### config.mk
export PLATFORM = sky130hd
export DESIGN_NAME = wb_pipelined_master
export DESIGN_NICKNAME = d
export VERILOG_FILES = /design/src/rtl/wb_pkg.sv /design/src/rtl/wb_tag_fifo.sv /design/src/rtl/wb_pipelined_master.sv
export SDC_FILE = /design/constraint.sdc
export NUM_CORES = 1
export LEC_CHECK = 0
export BUFFER_PORTS_ARGS = -buffer_cell sky130_fd_sc_hd__buf_2
export CAP_MARGIN = 20
export CORE_AREA = 4 4 95 70
export DETAILED_ROUTE_END_ITERATION = 7
export DIE_AREA = 0 0 99 74
export HOLD_SLACK_MARGIN = 0.15
export PLACE_DENSITY_LB_ADDON = 0.25
export SKIP_LAST_GASP = 1
export SYNTH_ARGS = -nofsm -noshare
export SYNTH_HDL_FRONTEND = slang
export SYNTH_SLANG_ARGS = --single-unit
### constraint.sdc
create_clock -name wb_clock_i -period 6.6 [get_ports wb_clock_i]
set_clock_uncertainty 0.1 [all_clocks]
set_input_delay 1.32 -clock wb_clock_i [delete_from_list [all_inputs] [get_ports wb_clock_i]]
set_output_delay 1.32 -clock wb_clock_i [all_outputs]
set_load 0.02 [all_outputs]
### src/rtl/wb_pkg.sv
// Shared Wishbone definitions: master FSM states and counter/pointer width helpers.
package wb_pkg;

   typedef enum logic [1:0] {IDLE, ACTIVE, DRAIN, ERROR} wb_master_state_t;

   // Bits needed to hold the values 0..n (at least one bit).
   function automatic int cnt_width(input int n);
      return (n < 1) ? 1 : $clog2(n + 1);
   endfunction

   // Bits needed to index 0..depth-1 (at least one bit).
   function automatic int ptr_width(input int depth);
      return (depth < 2) ? 1 : $clog2(depth);
   endfunction

endpackage

### src/rtl/wb_tag_fifo.sv
// Small in-order FIFO holding one tag per issued request until it is answered.
module wb_tag_fifo
   import wb_pkg::*;
#(
   parameter int WIDTH = 1,
   parameter int DEPTH = 4
) (
   input  logic             clk,
   input  logic             rst_n,
   input  logic             push,
   input  logic             pop,
   input  logic [WIDTH-1:0] din,
   output logic [WIDTH-1:0] dout,
   output logic             empty,
   output logic             full
);

   localparam int PW = ptr_width(DEPTH);
   localparam int CW = cnt_width(DEPTH);

   logic [DEPTH-1:0][WIDTH-1:0] mem;
   logic [PW-1:0]               wr_ptr, rd_ptr;
   logic [CW-1:0]               count;
   logic                        wr_en, rd_en;

   function automatic logic [PW-1:0] next_ptr(input logic [PW-1:0] p);
      return (p == PW'(DEPTH - 1)) ? '0 : p + PW'(1);
   endfunction

   // A push into a full FIFO is only legal when a pop frees the slot on the same edge.
   assign wr_en = push && (!full || pop);
   assign rd_en = pop && !empty;
   assign empty = (count == '0);
   assign full  = (count == CW'(DEPTH));
   assign dout  = mem[rd_ptr];

   always_ff @(posedge clk or negedge rst_n) begin
      if (!rst_n) begin
         mem    <= '0;
         wr_ptr <= '0;
         rd_ptr <= '0;
         count  <= '0;
      end else begin
         if (wr_en) begin
            mem[wr_ptr] <= din;
            wr_ptr      <= next_ptr(wr_ptr);
         end
         if (rd_en) rd_ptr <= next_ptr(rd_ptr);
         case ({wr_en, rd_en})
            2'b10:   count <= count + CW'(1);
            2'b01:   count <= count - CW'(1);
            default: count <= count;
         endcase
      end
   end

endmodule

### src/rtl/wb_pipelined_master.sv
// Wishbone B4 pipelined master: valid/ready command side, stall-aware strobes,
// in-order responses and a no-ack timeout that flushes outstanding requests as errors.
module wb_pipelined_master
   import wb_pkg::*;
#(
   parameter int DATA_WIDTH      = 8,
   parameter int ADDR_WIDTH      = 10,
   parameter int MAX_OUTSTANDING = 4,
   parameter int TIMEOUT_CYCLES  = 16
) (
   input  logic                  wb_clock_i,
   input  logic                  wb_reset_n_i,
   input  logic                  cmd_valid_i,
   output logic                  cmd_ready_o,
   input  logic                  cmd_we_i,
   input  logic [ADDR_WIDTH-1:0] cmd_addr_i,
   input  logic [DATA_WIDTH-1:0] cmd_data_i,
   input  logic                  cmd_last_i,
   output logic                  rsp_valid_o,
   output logic                  rsp_we_o,
   output logic [DATA_WIDTH-1:0] rsp_data_o,
   output logic                  rsp_err_o,
   output logic                  busy_o,
   output logic [ADDR_WIDTH-1:0] wb_addr_o,
   output logic [DATA_WIDTH-1:0] wb_data_o,
   output logic                  wb_we_o,
   output logic                  wb_cycle_o,
   output logic                  wb_strobe_o,
   input  logic [DATA_WIDTH-1:0] wb_data_i,
   input  logic                  wb_stall_i,
   input  logic                  wb_ack_i
);

   localparam int CW = cnt_width(MAX_OUTSTANDING);
   localparam int TW = cnt_width(TIMEOUT_CYCLES);

   wb_master_state_t state, state_nxt;

   logic [1:0]    rst_sync;
   logic          rst_n;
   logic [CW-1:0] outstanding;
   logic [TW-1:0] tmo_cnt;
   logic          issue, ack, accept, room, tmo_near, tmo_fire, drain_done;
   logic          fifo_empty, fifo_full, fifo_dout, err_pop;

   // Reset asserts asynchronously and is released on a clock edge.
   always_ff @(posedge wb_clock_i or negedge wb_reset_n_i) begin
      if (!wb_reset_n_i) rst_sync <= '0;
      else               rst_sync <= {rst_sync[0], 1'b1};
   end
   assign rst_n = rst_sync[1];

   assign issue   = wb_strobe_o && !wb_stall_i;
   assign ack     = wb_ack_i && (outstanding != '0) && (state != ERROR);
   assign err_pop = (state == ERROR) && !fifo_empty;

   // A strobe issuing this edge still counts as outstanding; acks are not credited early.
   assign room = ({1'b0, outstanding} + {{CW{1'b0}}, wb_strobe_o}) < (CW + 1)'(MAX_OUTSTANDING);

   assign tmo_near = (TIMEOUT_CYCLES != 0) && (state != ERROR) && (outstanding != '0) &&
                     (tmo_cnt == TW'(TIMEOUT_CYCLES - 1));
   assign tmo_fire = tmo_near && !ack && !issue;

   assign cmd_ready_o = rst_n && ((state == IDLE) || (state == ACTIVE)) &&
                        (!wb_strobe_o || !wb_stall_i) && room && !tmo_near;
   assign accept      = cmd_valid_i && cmd_ready_o;

   assign drain_done = !wb_strobe_o &&
                       ((outstanding == '0) || ((outstanding == CW'(1)) && ack));

   assign busy_o = (state != IDLE);

   always_comb begin
      state_nxt = state;
      case (state)
         IDLE:    if (accept) state_nxt = cmd_last_i ? DRAIN : ACTIVE;
         ACTIVE:  if (accept && cmd_last_i) state_nxt = DRAIN;
         DRAIN:   if (drain_done) state_nxt = IDLE;
         ERROR:   if (fifo_empty) state_nxt = IDLE;
         default: state_nxt = IDLE;
      endcase
      if (tmo_fire) state_nxt = ERROR;
   end

   always_ff @(posedge wb_clock_i or negedge rst_n) begin
      if (!rst_n) state <= IDLE;
      else        state <= state_nxt;
   end

   always_ff @(posedge wb_clock_i or negedge rst_n) begin
      if (!rst_n) begin
         outstanding <= '0;
         tmo_cnt     <= '0;
      end else begin
         if (err_pop)             outstanding <= outstanding - CW'(1);
         else if (issue && !ack)  outstanding <= outstanding + CW'(1);
         else if (!issue && ack)  outstanding <= outstanding - CW'(1);

         if ((outstanding == '0) || ack || issue || tmo_fire || (state == ERROR))
            tmo_cnt <= '0;
         else if (TIMEOUT_CYCLES != 0)
            tmo_cnt <= tmo_cnt + TW'(1);
      end
   end

   // Bus-side request registers; a pending unissued strobe is dropped on timeout.
   always_ff @(posedge wb_clock_i or negedge rst_n) begin
      if (!rst_n) begin
         wb_cycle_o  <= 1'b0;
         wb_strobe_o <= 1'b0;
         wb_addr_o   <= '0;
         wb_data_o   <= '0;
         wb_we_o     <= 1'b0;
      end else if (tmo_fire) begin
         wb_cycle_o  <= 1'b0;
         wb_strobe_o <= 1'b0;
      end else if (accept) begin
         wb_cycle_o  <= 1'b1;
         wb_strobe_o <= 1'b1;
         wb_addr_o   <= cmd_addr_i;
         wb_data_o   <= cmd_data_i;
         wb_we_o     <= cmd_we_i;
      end else begin
         if (issue) wb_strobe_o <= 1'b0;
         if ((state == DRAIN) && drain_done) wb_cycle_o <= 1'b0;
      end
   end

   always_ff @(posedge wb_clock_i or negedge rst_n) begin
      if (!rst_n) begin
         rsp_valid_o <= 1'b0;
         rsp_we_o    <= 1'b0;
         rsp_data_o  <= '0;
         rsp_err_o   <= 1'b0;
      end else begin
         rsp_valid_o <= ack || err_pop;
         rsp_we_o    <= (ack || err_pop) && fifo_dout;
         rsp_data_o  <= ack ? wb_data_i : '0;
         rsp_err_o   <= err_pop;
      end
   end

   wb_tag_fifo #(
      .WIDTH (1),
      .DEPTH (MAX_OUTSTANDING)
   ) u_tags (
      .clk   (wb_clock_i),
      .rst_n (rst_n),
      .push  (issue),
      .pop   (ack || err_pop),
      .din   (wb_we_o),
      .dout  (fifo_dout),
      .empty (fifo_empty),
      .full  (fifo_full)
   );

   // The ready rule must make it impossible to issue beyond the tracking capacity.
   assert property (@(posedge wb_clock_i) disable iff (!rst_n)
      !(issue && !ack && (outstanding == CW'(MAX_OUTSTANDING))));

endmodule

Yosys cells after proc, flatten, opt, wreduce, memory -nomap -nowiden --
Index checks and enable logic that the tools add are counted.
Cells by class: mux-type cells 26, equal/unequal tests 15, order comparisons 4, reductions and logical operators 50, $add $sub $neg 8, bitwise logic cells 1
Operators by type and width (number):
- $logic_and A1 B1 Y1 | 23
- $mux W2 | 8
- $reduce_bool A3 Y1 | 4
- $eq A2 B2 Y1 const B | 5
- $logic_or A1 B1 Y1 | 9
- $mux W3 | 3
- $mux W1 | 8
- $mux W8 | 1
- $pmux W2 S4 | 1
- $logic_not A1 Y1 | 7
- $add A3 B1 Y3 const B | 2
- $logic_not A3 Y1 | 2
- $lt A2 B3 Y1 const B | 2
- $ne A3 B2 Y1 const B | 2
- $ne A3 B3 Y1 const B | 2
- $pmux W3 S2 | 1
- $sub A3 B1 Y3 const B | 2
- $add A5 B1 Y5 const B | 1
- $eq A5 B4 Y1 const B | 1
- $mux W5 | 1
- $add A2 B1 Y2 const B | 2
- $add A3 B1 Y4 | 1
- $bwmux W4 | 1
- $eq A2 B1 Y1 const B | 2
- 12 further kinds | 13
Word-level totals: logic and storage cells 124, bits in registers 55, output and inout port bits 34, input bits 33

Logic depth before layout (Yosys ltp) --
Gate-level depths: netlist of the first run.
depth after elaboration 11, mapped depth 12

By module --
Synthesis of the first run repeated with hierarchy kept, for this count alone.
Second synthesis, totals: cell total of the unflattened synthesis 192, area, all modules 2578.7 µm²
By module, submodules not included:
- wb_pipelined_master | instances 1, cells an instance 139, seq. area each 1101.1 µm², area an instance 1933.1 µm²
- wb_tag_fifo | instances 1, cells an instance 53, seq. area each 275.3 µm², area an instance 645.6 µm²

Worst setup path after synthesis of the first run --
Ideal clock, no wire load.
path kind register to output, start point reg rst_sync[1], end point out cmd_ready_o, data arrival time 2473 ps, stages on the path, launching flop included 3, setup slack 2707 ps, data required time 5180 ps, buffers on the path 0, path through dfrtp_1 -> or3b_1 -> a211oi_1
On the way: longest elaborated chain between the ends 4
RTL lines:
- start: declaration | RTL line wb_pipelined_master.sv:39 | logic [1:0] rst_sync;
- start signal: assignment | RTL line wb_pipelined_master.sv:49 | else rst_sync <= {rst_sync[0], 1'b1};
- $logic_and A1 B1 Y1 (2 in a row) | RTL line wb_pipelined_master.sv:64 | assign cmd_ready_o = rst_n && ((state == IDLE) || (state == ACTIVE)) &&
- $logic_and A1 B1 Y1 (2 in a row) | RTL line wb_pipelined_master.sv:65 | (!wb_strobe_o || !wb_stall_i) && room && !tmo_near;
- end: declaration | RTL line wb_pipelined_master.sv:14 | output logic cmd_ready_o,
No other way between the ends.

Worst setup path in the final report of the first run --
Ends and elaborated chain as after synthesis.

==> impl_metrics.json, run 1 <==
{
  "cts-resized-gates": 0,
  "die_h_um": 74,
  "rrSetupSlack_ps": 3810,
  "cts_buffers": 5,
  "start_kind": "flip-flop",
  "nNetsFinal": 310,
  "yosysWarnings": 0,
  "cts_root_buf": "clkbuf_8",
  "fin_crit_ps": 3450,
  "tns_ps": 0,
  "power_switching_uw": 512,
  "endpoint_kind": "primary output",
  "max-slew-margin-rel_pct": 45.8,
  "cts.sinks": 55,
  "gp_congestion": 0.719,
  "p_per_area_nw_per_um2": 452,
  "dr.pass1.iters": 4,
  "maxSlewViolCount": 0,
  "seq_power_share_pct": 41.9,
  "dieArea_sq_um": 7330,
  "clockBufferDepth": 2,
  "hold_viol": 0,
  "port-buffer-count": 66,
  "detail_route.iter0.violations": 41,
  "internal_power_uw": 836,
  "nFillCells": 486,
  "die_w_um": 99,
  "n_antenna_cell": 0,
  "routed_wl_um": 4540,
  "grt_pass1_vias": 1576,
  "synth-seq-area-share_pct": 55.2,
  "via_per_inst": 4.72,
  "grt_max_degree": 55,
  "rsz0062_at_grt": "no",
  "status": "completed",
  "critPathKind": "reg -> out",
  "dp_slack_ps": 3160,
  "combPwrFrac_pct": 44.5,
  "vias": 1606,
  "syn_area_sq_um": 2490,
  "drt-wirelength-per-cell_um": 13.4,
  "start_util_pct": 43.9,
  "postCtsHoldBufs": 0,
  "grt_util_all_layers_pct": 13.0,
  "syn_avg_cell_area_sq_um": 12.8,
  "coreArea_sq_um": 5670,
  "io_pins": 67,
  "maxCapViolCount": 0,
  "worst_ir_drop_vdd_mv": 0.141,
  "grt_overflow": 0,
  "crit_fanout": 54,
  "hp-class": "reg -> reg",
  "crit_arrival_ps": 2030,
  "cts_tree": "yes",
  "syn_inst": 194,
  "p_leak_uw": 0.00158,
  "area_delta_synth_final_pct": 19.8,
  "syn_nets": 240,
  "dp.final_hpwl_um": 3390,
  "fmax_ghz": 0.290,
  "rows": 23,
  "clk_pin_slew_worst_paths_ps": 100,
  "drc": 0,
  "setup_viol": 0,
  "clk_latency_ps": 310,
  "crit_required_ps": 5180,
  "swShare_pct": 38.0,
  "antenna_left": 0,
  "period_share_pct": 52.3,
  "setup_slack_ps": 3150,
  "htree_levels": 2,
  "grt_pass1_wl_um": 7450,
  "post_cts_buffers": 0,
  "worst_pin_slew_ps": 813,
  "drive_gt1_share_pct": 41.1,
  "antenna_found_initial": 0,
  "clkPwrFrac_pct": 13.6,
  "ys_types": 39,
  "ys_ff_latch": 55
}
## cell families after synthesis
family | after synthesis | share of synthesized area (%)
xor gates and xnor gates | 6 | 2.11
DFF | 55 | 55.2
muxes | 27 | 15.0
adders and majority gates | 13 | 6.83
AOI/OAI and AO/OA | 21 | 5.83
and+or+nand+nor | 51 | 11.2
buffers and inverters | 20 | 3.62
other | 1 | 0.151
## placed cells by master, fill, tap and decap left out, types with 4 or more instances in the layout
cell type,count
ha_1,12
mux2_4,16
buf_2,66
and3_1,9
nand2_1,11
inv_1,16
clkbuf_8,5
a21oi_1,6
nor2_1,9
o21ai_0,4
dfrtp_1,54
mux2_2,9
## sequential cells by signal, indices dropped and copies added (netlist names), 2 cells and up
register / flops
state: 2
u_tags.wr_ptr: 2
u_tags.rd_ptr: 2
rst_sync: 2
tmo_cnt: 5
u_tags.mem: 4
u_tags.count: 3
outstanding: 3
wb_addr_o: 10
wb_data_o: 8
rsp_data_o: 8
## final timing paths
kind                              endpoint  depth (start not counted)           start
min                            rst_sync[1]                          0     rst_sync[0]
min reg2reg                    rst_sync[1]                          0     rst_sync[0]
max reg2reg                u_tags.count[1]                         10  outstanding[0]
max in group asynchronous      rst_sync[1]                          1    wb_reset_n_i
min in group asynchronous   outstanding[1]                          1     rst_sync[1]
max                            cmd_ready_o                          4     rst_sync[1]
## cell type report
| class | count | area [sq um] | area share [%] |
|---|---|---|---|
| Timing Repair Buffer | 67 | 338 | 11.3 |
| Inverter | 16 | 60.1 | 2.01 |
| Clock inverter | 3 | 22.5 | 0.754 |
| Tap cell | 75 | 93.8 | 3.14 |
| Sequential cell | 55 | 1380 | 46.1 |
| Clock buffer | 5 | 68.8 | 2.31 |
| Multi-Input combinational cell | 119 | 1020 | 34.3 |
## power groups by stage
stage	logic [uW]	registers [uW]	clock network, uW
global route	662	586	206
CTS	611	567	193
global placement	593	570	0
finish	600	566	183
floorplan	346	661	0
detailed placement	609	572	0
## through the flow
stage	instances	power, uW	instance area (sq um)	utilization, %	hold WS, ps
final	340	1350	2990	52.7	257
after detailed placement	332	1180	2890	51.0	236
after floorplan	194	1010	2490	-	231
after global routing	340	1450	2990	52.7	269
after CTS	340	1370	2990	52.7	260
after global placement	332	1160	2890	51.0	234
## Yosys cell counts
cell / instances / area share [%]
a2111o_2: 1 / 0.50
or4b_2: 1 / 0.40
xor2_1: 3 / 1.1
dfrtp_1: 55 / 55
a2bb2oi_1: 1 / 0.35
a31oi_1: 1 / 0.25
nor3_1: 1 / 0.20
or2_2: 3 / 0.75
a41oi_1: 1 / 0.35
ha_1: 12 / 6.0
fa_1: 1 / 0.80
mux4_2: 1 / 0.90
conb_1: 1 / 0.15
nor2_1: 9 / 1.4
buf_6: 2 / 0.90
nand3b_1: 3 / 0.90
nor3b_1: 1 / 0.30
mux2_2: 9 / 4.1
mux2_4: 16 / 9.6
nand2b_1: 2 / 0.50
a21oi_1: 6 / 1.2
a211oi_1: 1 / 0.30
nand4b_1: 1 / 0.35
or2b_1: 1 / 0.30
and2_1: 2 / 0.50
and3_1: 9 / 2.3
a31o_2: 2 / 0.70
inv_1: 16 / 2.4
o221ai_1: 2 / 0.70
clkbuf_1: 2 / 0.30
nand3_1: 3 / 0.60
xnor2_1: 3 / 1.1
nor2b_1: 3 / 0.75
nand2_1: 11 / 1.7
mux2i_1: 1 / 0.40
o21ai_0: 4 / 0.80
o311ai_1: 1 / 0.35
or3b_1: 1 / 0.35
a21o_1: 1 / 0.30
## layer usage
layer  share of wire [%]  global-route usage, %  vias up
li1                    -                      -      798
met2                  43                   20.2       47
met4                 1.3                   4.55        0
met5                   0                      0        -
met1                  48                   17.6      755
met3                 7.8                   3.84        6
## critical path: stages, from the launching register on
cell,delay (ps)
dfrtp_2,350
buf_4,510
or3b_1,430
a211oi_1,200
buf_2,190
(Power assumes the default switching activity.)
==> run 2, diff against run 1 <==
ABC_AREA = 1   (was default)
CORE_AREA = 4 4 97 71   (was 4 4 95 70)
DIE_AREA = 0 0 101 75   (was 0 0 99 74)
clock period = 3.3 ns   (was 6.6 ns; I/O delays follow)
==> run 2 against run 1 <==
- combinational power grew 110%
- first-iteration DRC count shrank 4.9%
- sequential share of layout area shrank 1.4 points
- synthesized cell count grew 48%
- non-clock buffer count grew 2
- via count grew 20%
- critical path type is now reg -> reg
==> impl_metrics.json, run 2 <==
{
  "status": "completed",
  "synth-seq-area-share_pct": 53.5,
  "detail_route.iter0.violations": 39,
  "ys_ff_latch": 55,
  "cts_tree": "yes",
  "seq_power_share_pct": 41.2,
  "dieArea_sq_um": 7580,
  "gp_congestion": 0.807,
  "rr_startpoint": "outstanding[0]",
  "clk_pin_slew_worst_paths_ps": 100,
  "vias": 1923,
  "grt_max_degree": 54,
  "setup_slack_ps": 429,
  "power_switching_uw": 1170,
  "synth_adder_area_share_pct": 6.62,
  "start_kind": "flip-flop",
  "die_w_um": 101,
  "post_cts_buffers": 0,
  "synth-edff-count": 0,
  "r2r_cells": 16,
  "ys_top_cells_by_count": "dfrtp_1 (55), inv_1 (52), nand2_1 (51)",
  "grt_pass1_wl_um": 8650,
  "worst_ir_drop_vdd_mv": 0.456,
  "die_h_um": 75,
  "synth_top_family_by_area": "simple AND/OR/NAND/NOR gates",
  "muxShareOfSynthArea_pct": 0,
  "clk_latency_ps": 300,
  "yosysTopAreaCell": "dfrtp_1",
  "endpoint_kind": "flip-flop",
  "rrSetupSlack_ps": 430,
  "htree_levels": 2,
  "fmax_ghz": 0.348,
  "max-slew-margin-rel_pct": 51.8,
  "grt_overflow": 0,
  "routed_wl_um": 4960,
  "clockBufferDepth": 2,
  "area_delta_synth_final_pct": 19.7,
  "antenna_found_initial": 0,
  "dr.pass1.iters": 4,
  "reg.largest.list": "wb_addr_o: 10 flops, rsp_data_o: 8 flops, wb_data_o: 8 flops",
  "cts_root_buf": "clkbuf_8",
  "internal_power_uw": 1530,
  "synth_compound_area_share_pct": 7.01,
  "synth_simple_gate_area_share_pct": 21.4,
  "async_reset_ff_share_pct": 100,
  "fin_crit_ps": 2870,
  "coreArea_sq_um": 6040,
  "p_per_area_nw_per_um2": 878,
  "period_share_pct": 87.0,
  "cts_buffers": 5,
  "min_from": "rst_sync[0]",
  "cts-resized-gates": 0,
  "fin_util_pct": 51.0,
  "hp-class": "reg -> reg",
  "maxSlewViolCount": 0,
  "port-buffer-count": 66,
  "drt-wirelength-per-cell_um": 11.3,
  "clkPwrFrac_pct": 13.0,
  "yosysMostFrequentCell": "dfrtp_1",
  "r2r-end": "u_tags.count[2]",
  "start_util_pct": 42.6,
  "drive_gt1_share_pct": 25.3,
  "cts.sinks": 55,
  "crit_required_ps": 3380,
  "swShare_pct": 43.3,
  "p_total_uw": 2700,
  "crit_arrival_ps": 2950,
  "syn_area_sq_um": 2570,
  "dp_slack_ps": 442,
  "crit_fanout": 10,
  "timing.hold.worst_path_depth": 0,
  "rsz0062_at_grt": "no",
  "rows": 24,
  "antenna_left": 0,
  "ys_types": 31,
  "holdPathEnd": "rst_sync[1]",
  "n_antenna_cell": 0,
  "synthFlopType": "dfrtp_1",
  "dp.final_hpwl_um": 3810,
  "layout_common_cells": "buf_2 (66), dfrtp_1 (54), inv_1 (52), nand2_1 (51), nor2_1 (30)",
  "worst_pin_slew_ps": 722,
  "postCtsHoldBufs": 1,
  "syn_nets": 333,
  "drc": 0,
  "maxCapViolCount": 0,
  "p_leak_uw": 0.00172,
  "tns_ps": 0,
  "top_register": "wb_addr_o",
  "via_per_inst": 4.40,
  "grt_pass1_vias": 1848,
  "io_pins": 67,
  "hold_slack_ps": 261,
  "syn_inst": 287,
  "synthTopCellsByArea": "dfrtp_1 (54%), inv_1 (7.6%), nand2_1 (7.4%)",
  "synth_xor_area_share_pct": 1.70,
  "final_common_cell": "buf_2",
  "critPathKind": "reg -> reg",
  "hold_viol": 0,
  "largest_register_ffs": 10,
  "syn_avg_cell_area_sq_um": 8.96,
  "nNetsFinal": 404,
  "grt_util_all_layers_pct": 14.6,
  "combPwrFrac_pct": 45.8,
  "yosysWarnings": 0,
  "yosysTopAreaCellShare_pct": 53.5,
  "setup_viol": 0
}
[run 2: changes by cell type after synthesis, sizes merged, moves of 6 or more]
| cell | change |
|---|---|
| nand2 | +44 |
| and3 | -9 |
| o21ai | +27 |
| nor2 | +25 |
| mux2 | -25 |
| nand4 | +6 |
| nand3 | +15 |
| inv | +39 |
[run 2: cells by family (layout without fill, tap and decap cells)]
logic type / after synthesis / in the layout
compound gates: 35 / 35
xor+xnor: 5 / 5
fa+ha+maj: 13 / 13
buf+inv: 60 / 132
flops: 55 / 55
other cells: 1 / 1
simple gates: 118 / 118
[run 2: routing by layer]
layer  up-vias  global-route usage, %  share of wire (%)
met4         0                   4.28                1.0
met2        59                   20.2                 38
met1       836                   22.4                 53
li1       1023                      -                  -
met5         -                      0                  0
met3         5                   4.07                7.5
[run 2: worst max path at each step]
stage | start | end | slack (ps) | cells after the start
3_3_place_gp | outstanding[0] | u_tags.count[2] | 520 | 16
5_1_grt | outstanding[0] | u_tags.count[2] | 180 | 16
3_5_place_dp | outstanding[0] | u_tags.count[2] | 440 | 16
2_1_floorplan | rst_sync[1] | cmd_ready_o | 470 | 3
4_1_cts | outstanding[0] | u_tags.count[2] | 420 | 16
6_report | outstanding[0] | u_tags.count[2] | 430 | 16
[run 2: power by group through the flow]
stage / Sequential, uW / Clock (uW) / Combinational (uW)
after global placement: 1120 / 0 / 1220
after detailed placement: 1120 / 0 / 1250
final: 1110 / 352 / 1240
after global routing: 1150 / 404 / 1420
after CTS: 1110 / 370 / 1250
after floorplan: 1290 / 0 / 710
[run 2: metrics by stage]
stage	cells	area, sq um
2_1_floorplan	287	2570
3_3_place_gp	428	2980
3_5_place_dp	428	2980
4_1_cts	437	3080
5_1_grt	437	3080
6_report	437	3080
[run 2: worst max-delay path, stage by stage (launching register included)]
cell and delay, ps:
dfrtp_1 430, inv_1 60, ha_1 200, ha_1 210, inv_1 130, nand2_4 70, nor2_4 150, inv_6 70
nand2_4 90, inv_4 50, nor2_2 160, ha_1 180, inv_1 60, fa_1 380, a21oi_1 140, o21ai_0 110
xor2_1 150
[run 2: cell type report]
class                           count  area, sq um
Clock buffer                        6         72.6
Clock inverter                      2         13.8
Fill cell                         568         2960
Inverter                           55          214
Multi-Input combinational cell    172          947
Sequential cell                    55         1380
Tap cell                           78         97.6
Timing Repair Buffer               69          355
